$ cat src/rtl/multdiv_issue.sv
// ---------------------------------------------------------------------------
// multdiv_issue
//
// Issue/writeback controller that sits directly upstream of the
// non-restoring divider and the multiplier. It takes one request from the
// execute stage, latches the operands and the destination register, pulses
// the selected unit's start control, stalls the pipeline until that unit
// reports ready, and then presents a one-cycle writeback.
//
// It also handles:
//   - the stale-high ready that both units show while idle,
//   - divide-by-zero,
//   - flush, by draining the busy unit,
//   - a watchdog timeout for a unit that never answers.
//
// Optional build macro:
//   MULTDIV_EARLY_WB_EN - when defined, a completion seen in WAIT is written
//                         back combinationally in the same cycle, skipping
//                         DONE. Divide-by-zero and timeout still go through
//                         DONE.
//
// Ports:
//   clock, reset              clock; asynchronous active-low reset
//   issue_valid/is_div/a/b/rd request from the execute stage
//   flush                     cancels the in-flight request
//   unit_operandA/B           latched operands, shared by both units
//   ctrl_DIV / ctrl_MULT      one-cycle start pulses
//   div_* / mult_*            unit results, exceptions and ready flags
//   stall                     holds the upstream pipeline
//   wb_valid/rd/data/exception  writeback; values hold between strobes
// ---------------------------------------------------------------------------
module multdiv_issue #(
    parameter int RD_W    = 5,
    parameter int TIMEOUT = 64
) (
    input  logic            clock,
    input  logic            reset,
    input  logic            issue_valid,
    input  logic            issue_is_div,
    input  logic [31:0]     issue_a,
    input  logic [31:0]     issue_b,
    input  logic [RD_W-1:0] issue_rd,
    input  logic            flush,
    output logic [31:0]     unit_operandA,
    output logic [31:0]     unit_operandB,
    output logic            ctrl_DIV,
    output logic            ctrl_MULT,
    input  logic [31:0]     div_result,
    input  logic            div_exception,
    input  logic            div_resultRDY,
    input  logic [31:0]     mult_result,
    input  logic            mult_exception,
    input  logic            mult_resultRDY,
    output logic            stall,
    output logic            wb_valid,
    output logic [RD_W-1:0] wb_rd,
    output logic [31:0]     wb_data,
    output logic            wb_exception
);

    localparam int DATA_W = 32;
    localparam int CNT_W  = (TIMEOUT > 1) ? $clog2(TIMEOUT) : 1;
    localparam logic [CNT_W-1:0] CNT_LAST = CNT_W'(TIMEOUT - 1);

`ifdef MULTDIV_EARLY_WB_EN
    localparam bit EARLY_WB_EN = 1'b1;
`else
    localparam bit EARLY_WB_EN = 1'b0;
`endif

    typedef enum logic [2:0] {
        S_IDLE,
        S_START,
        S_ARM,
        S_WAIT,
        S_DONE,
        S_DRAIN
    } state_t;

    state_t                    state;

    // Request latched at issue
    logic [DATA_W-1:0]         op_a_p0;
    logic [DATA_W-1:0]         op_b_p0;
    logic [RD_W-1:0]           rd_p0;
    logic                      is_div_p0;

    // Completion captured from the unit (or forced by div-by-zero / timeout)
    logic signed [DATA_W-1:0]  res_p1;
    logic                      exc_p1;
    logic [CNT_W-1:0]          wait_cnt;

    // Last writeback actually presented; drives wb_* between strobes
    logic [RD_W-1:0]           wb_rd_p2;
    logic [DATA_W-1:0]         wb_data_p2;
    logic                      wb_exc_p2;

    logic                      ctrl_div_q;
    logic                      ctrl_mult_q;

    logic                      sel_rdy;
    logic [DATA_W-1:0]         sel_res;
    logic                      sel_exc;
    logic                      early_wb;

    // The latched is_div selects which unit's handshake we are following.
    always_comb begin
        sel_rdy = is_div_p0 ? div_resultRDY  : mult_resultRDY;
        sel_res = is_div_p0 ? div_result     : mult_result;
        sel_exc = is_div_p0 ? div_exception  : mult_exception;
    end

    assign early_wb = EARLY_WB_EN && (state == S_WAIT) && sel_rdy && !flush;

    assign unit_operandA = op_a_p0;
    assign unit_operandB = op_b_p0;
    assign ctrl_DIV      = ctrl_div_q;
    assign ctrl_MULT     = ctrl_mult_q;

    always_comb begin
        case (state)
            S_START, S_ARM, S_DRAIN: stall = 1'b1;
            S_WAIT:                  stall = !early_wb;
            default:                 stall = 1'b0;
        endcase
    end

    // Writeback mux. A flush during DONE suppresses the strobe and leaves
    // the held values untouched, so wb_* only ever change on a real strobe.
    always_comb begin
        wb_valid     = 1'b0;
        wb_rd        = wb_rd_p2;
        wb_data      = wb_data_p2;
        wb_exception = wb_exc_p2;
        if (early_wb) begin
            wb_valid     = 1'b1;
            wb_rd        = rd_p0;
            wb_data      = sel_res;
            wb_exception = sel_exc;
        end else if ((state == S_DONE) && !flush) begin
            wb_valid     = 1'b1;
            wb_rd        = rd_p0;
            wb_data      = res_p1;
            wb_exception = exc_p1;
        end
    end

    always_ff @(posedge clock or negedge reset) begin
        if (!reset) begin
            state       <= S_IDLE;
            op_a_p0     <= '0;
            op_b_p0     <= '0;
            rd_p0       <= '0;
            is_div_p0   <= 1'b0;
            res_p1      <= '0;
            exc_p1      <= 1'b0;
            wait_cnt    <= '0;
            wb_rd_p2    <= '0;
            wb_data_p2  <= '0;
            wb_exc_p2   <= 1'b0;
            ctrl_div_q  <= 1'b0;
            ctrl_mult_q <= 1'b0;
        end else begin
            // Start pulses are single-cycle by construction.
            ctrl_div_q  <= 1'b0;
            ctrl_mult_q <= 1'b0;

            // ---- stage boundary: writeback hold registers ----
            if (wb_valid) begin
                wb_rd_p2   <= wb_rd;
                wb_data_p2 <= wb_data;
                wb_exc_p2  <= wb_exception;
            end

            case (state)
                // ---- stage boundary: request accept ----
                S_IDLE: begin
                    if (issue_valid && !flush) begin
                        op_a_p0     <= issue_a;
                        op_b_p0     <= issue_b;
                        rd_p0       <= issue_rd;
                        is_div_p0   <= issue_is_div;
                        ctrl_div_q  <= issue_is_div;
                        ctrl_mult_q <= !issue_is_div;
                        state       <= S_START;
                    end
                end

                // The start pulse is visible this cycle; once it has gone out
                // the unit is committed, so a flush has to drain it.
                S_START: begin
                    state <= flush ? S_DRAIN : S_ARM;
                end

                // Ready is still stale-high from idle here, so it is not
                // looked at until WAIT.
                S_ARM: begin
                    if (flush) begin
                        state <= S_DRAIN;
                    end else if (is_div_p0 && (op_b_p0 == '0)) begin
                        res_p1 <= '0;
                        exc_p1 <= 1'b1;
                        state  <= S_DONE;
                    end else begin
                        wait_cnt <= '0;
                        state    <= S_WAIT;
                    end
                end

                // ---- stage boundary: unit completion capture ----
                S_WAIT: begin
                    if (flush) begin
                        state <= S_DRAIN;
                    end else if (sel_rdy) begin
                        res_p1 <= sel_res;
                        exc_p1 <= sel_exc;
                        state  <= early_wb ? S_IDLE : S_DONE;
                    end else if (wait_cnt == CNT_LAST) begin
                        // Unit assumed hung: complete with an exception and
                        // do not wait for it to drain.
                        res_p1 <= '0;
                        exc_p1 <= 1'b1;
                        state  <= S_DONE;
                    end else begin
                        wait_cnt <= wait_cnt + CNT_W'(1);
                    end
                end

                S_DONE: begin
                    state <= S_IDLE;
                end

                // The unit cannot be aborted and ignores a start while busy,
                // so stay stalled until it is idle again.
                S_DRAIN: begin
                    if (sel_rdy) begin
                        state <= S_IDLE;
                    end
                end

                default: begin
                    state <= S_IDLE;
                end
            endcase
        end
    end

endmodule

$ cat config.mk
export PLATFORM = sky130hd
export DESIGN_NAME = multdiv_issue
export DESIGN_NICKNAME = d
export VERILOG_FILES = /design/src/rtl/multdiv_issue.sv
export SDC_FILE = /design/constraint.sdc
export NUM_CORES = 1
export LEC_CHECK = 0
export ABC_AREA = 1
export CAP_MARGIN = 20
export CORE_ASPECT_RATIO = 1.4
export CORE_MARGIN = 2
export CORE_UTILIZATION = 45
export CTS_CLUSTER_DIAMETER = 100
export DETAILED_ROUTE_END_ITERATION = 6
export MAX_ROUTING_LAYER = met4
export PLACE_DENSITY_LB_ADDON = 0.08
export SYNTH_ARGS = -nofsm -noshare
export SYNTH_HDL_FRONTEND = slang
export SYNTH_SLANG_ARGS = --single-unit
export TNS_END_PERCENT = 10
$ cat constraint.sdc
create_clock -name clock -period 2.2 [get_ports clock]
set_input_delay 0.44 -clock clock [delete_from_list [all_inputs] [get_ports clock]]
set_output_delay 0.44 -clock clock [all_outputs]
set_load 0.05 [all_outputs]
==> flow_metrics.py <==
metrics = {
    "run_status": {
        "status": "complete, but fails checks",
        "violations": "setup timing",
    },
    "timing": {
        "max_freq_ghz": 0.427,
        "worst_pin_slew_ns": 0.603,
        "fin_crit_sh": 1.07,
        "hold_viol_final": 0,
        "finClkSkew_ns": 0.00836,
        "rsz0062_at_grt": "true",
        "slew_violations": 0,
        "setup_viol": 39,
        "layout_min_cycle_time_ns": 2.34,
        "tns_ns": -4.52,
        "slew_headroom": 0.597,
        "final.setup.worst_slack_ns": -0.145,
    },
    "yosys": {
        "syn_nets": 877,
        "avgSynthCellArea_sq_um": 9.29,
        "synth.cell_area_sq_um": 6820,
        "ys_warn_count": 0,
        "postSynthCellCount": 734,
        "synth_cell_type_count": 28,
        "seq_area_frac_synth": 0.558,
        "ys_ff_latch": 152,
    },
    "critical_path": {
        "path_class": "reg -> out",
        "r2r_start": "unit_operandB[23]$_DFFE_PN0P_",
        "crit_fanout": 5,
        "crit_path_end_kind": "primary output",
        "regToRegSetupSlack_ns": 0.25,
        "critPathMaxStageDelay_ns": 0.39,
        "arrival_ns": 1.90,
        "crit_chain": "nor2_2 > inv_2 > nor3_4 > buf_6 > clkbuf_16 > nand2_2 > nand2_2 > buf_8",
        "crit_buf_inv": 4,
        "r2r_end": "res_p1[1]$_DFFE_PN0P_",
        "cpMostUsedCell": "nand2_2",
        "required_ns": 1.76,
        "crit_slowest_cell": "dfrtp_1",
        "cpLargestDelayFamily": "buffers and inverters",
        "cp-start-kind": "flip-flop",
        "ff2ff_path_depth": 10,
    },
    "placement": {
        "portBuffers": 247,
        "place_congestion": 0.802,
        "dpl-instance-area_sq_um": 9470,
        "dp.final_hpwl_mm": 12.7,
    },
    "floorplan": {
        "rows": 53,
        "core_sq_um": 14900,
        "io_pins": 248,
        "initial_core_util": 0.457,
        "design.die.area_sq_um": 16200,
        "die_y_um": 150,
        "die_w_um": 108,
    },
    "grt": {
        "antenna_found_initial": 1,
        "grt_max_degree": 56,
        "grt_pass1_vias": 5919,
        "grt_pass1_wl_mm": 28.8,
        "grt_usage": 0.237,
        "grt_overflow": 0,
    },
    "detailed_routing": {
        "via_per_inst": 4.95,
        "drc": 0,
        "vias": 5962,
        "finalWirelength_mm": 19.0,
        "ant_nets": 0,
        "firstDrtPassIters": 4,
        "routedWlPerCell_um": 15.8,
        "drtIter0Drc": 214,
    },
    "flow_run": {
        "drv_cap": 0,
    },
    "cells_and_area": {
        "final_cell_mix": "nand2_1 (250), clkdlybuf4s50_1 (206), dfrtp_1 (151)",
        "area_growth_pct": 57.4,
        "drive_gt1_frac": 0.269,
        "layout_commonest_cell": "nand2_1",
        "fill_cells": 1158,
        "nNetsFinal": 1141,
        "design_area_sq_um": 10700,
    },
    "cts": {
        "insertion_delay_ns": 0.43,
        "clock_sinks": 152,
        "cts_tree": "yes",
        "cts_made_buffers": 17,
        "cts-root-buf": "clkbuf_16",
        "cts_max_path_buffers": 2,
        "htreeDepth": 4,
        "clk_pin_slew_ns": 0.07,
    },
    "pwr": {
        "leakage_nw": 5.34,
        "power_mw": 14.7,
        "p_per_area_nw_per_um2": 1370,
        "ir_drop_mv": 0.844,
    },
    "hold_path": {
        "worstHoldStart": "wb_data_p2[22]$_DFFE_PN0P_",
        "min_path_cells": 2,
        "hold_path_class": "reg -> reg",
        "hold_path_end": "wb_data_p2[22]$_DFFE_PN0P_",
    },
}
## area by class of cell
cell class | instances | area [sq um] | area share
flip-flops and latches | 152 | 3800 | 0.354
repair buffers | 281 | 3070 | 0.286
multi-input cells | 528 | 2960 | 0.276
clock buffers | 17 | 425 | 0.0396
well taps | 192 | 240 | 0.0224
clock inverters | 15 | 161 | 0.0150
inverters | 18 | 70.1 | 0.00653
diodes | 1 | 2.50 | 0.000233
## cells by family after synthesis
family	count (synthesis)	share of synthesized area
DFF	152	0.558
muxes	66	0.109
adders and majority gates	1	0.00183
and+or+nand+nor	416	0.249
AOI/OAI and AO/OA	45	0.0385
buffers and inverters	54	0.0438
## registers in the layout, indices dropped and copies added, names as in the netlist, 3 cells and up
signal	cells
rd_p0	5
res_p1	32
state	3
unit_operandA	32
unit_operandB	32
wait_cnt	6
wb_data_p2	32
wb_rd_p2	5
## power breakdown
group	internal [mW]	switching, mW
logic	2.79	4.71
registers	3.74	0.555
clock network	1.61	1.30
total	8.14	6.56
## Yosys cell counts (all sizes together)
cell,instances,area share
nand2,324,0.18
dfrtp,152,0.56
mux2,66,0.11
nand3,47,0.035
a21oi,37,0.027
nor2,36,0.023
buf,29,0.030
inv,18,0.010
clkbuf,7,0.0039
o21ai,6,0.0072
nor3,5,0.0051
or2,2,0.0018
a22oi,1,0.0031
ha,1,0.0018
nand3b,1,0.0011
nand4,1,0.00092
o21bai,1,0.0011
## worst register-to-register path: stages (launching register included)
cell and delay (ns):
dfrtp_1 0.39, nor2_1 0.11, nand2_1 0.05, nor2_1 0.10, nand2_1 0.08, nor2_2 0.19, nand3_2 0.16, nand2_4 0.23
nand2_4 0.29, nand2_1 0.15, nand2_1 0.07
## stage by stage
step	std cells	hold WS, ns	worst slack [ns]	util
2_1_floorplan	734	0.144	0.0973	-
4_1_cts	1195	0.470	-0.225	0.688
3_3_place_gp	1158	0.447	-0.0761	0.635
6_report	1204	0.469	-0.145	0.720
3_5_place_dp	1158	0.453	-0.0974	0.635
5_1_grt	1204	0.506	-0.206	0.720
## how the worst max path moves through the flow
| stage | start | endpoint | slack (ns) | cells past startpoint |
|---|---|---|---|---|
| after floorplan | state[0]$_DFFE_PN0P_ | wb_data[26] | 0.1 | 6 |
| after CTS | state[0]$_DFFE_PN0P_ | wb_data[31] | -0.22 | 8 |
| after global placement | flush | wb_data[31] | -0.08 | 6 |
| after global routing | state[1]$_DFFE_PN0P_ | wb_data[20] | -0.21 | 8 |
| final | state[1]$_DFFE_PN0P_ | wb_rd[4] | -0.14 | 8 |
| after detailed placement | flush | wb_exception | -0.1 | 6 |
## routing by layer
metal,global-route usage,vias to the layer above,part of all wire
li1,-,2890,-
met2,0.403,201,0.52
met4,0.0859,0,0.022
met3,0.0527,32,0.063
met5,-,-,0
met1,0.274,2839,0.39
## timing repair
action                                  in CTS  in global routing
hold endpoints to repair                     7                  0
setup buffers                                3                  2
gates cloned                                 1                  6
gates resized for setup                     41                110
endpoints found under the setup margin      39                 39
pin swaps                                    1                 38
hold buffers                                 1                  0
No activity file was read; power rests on OpenSTA's default activity.
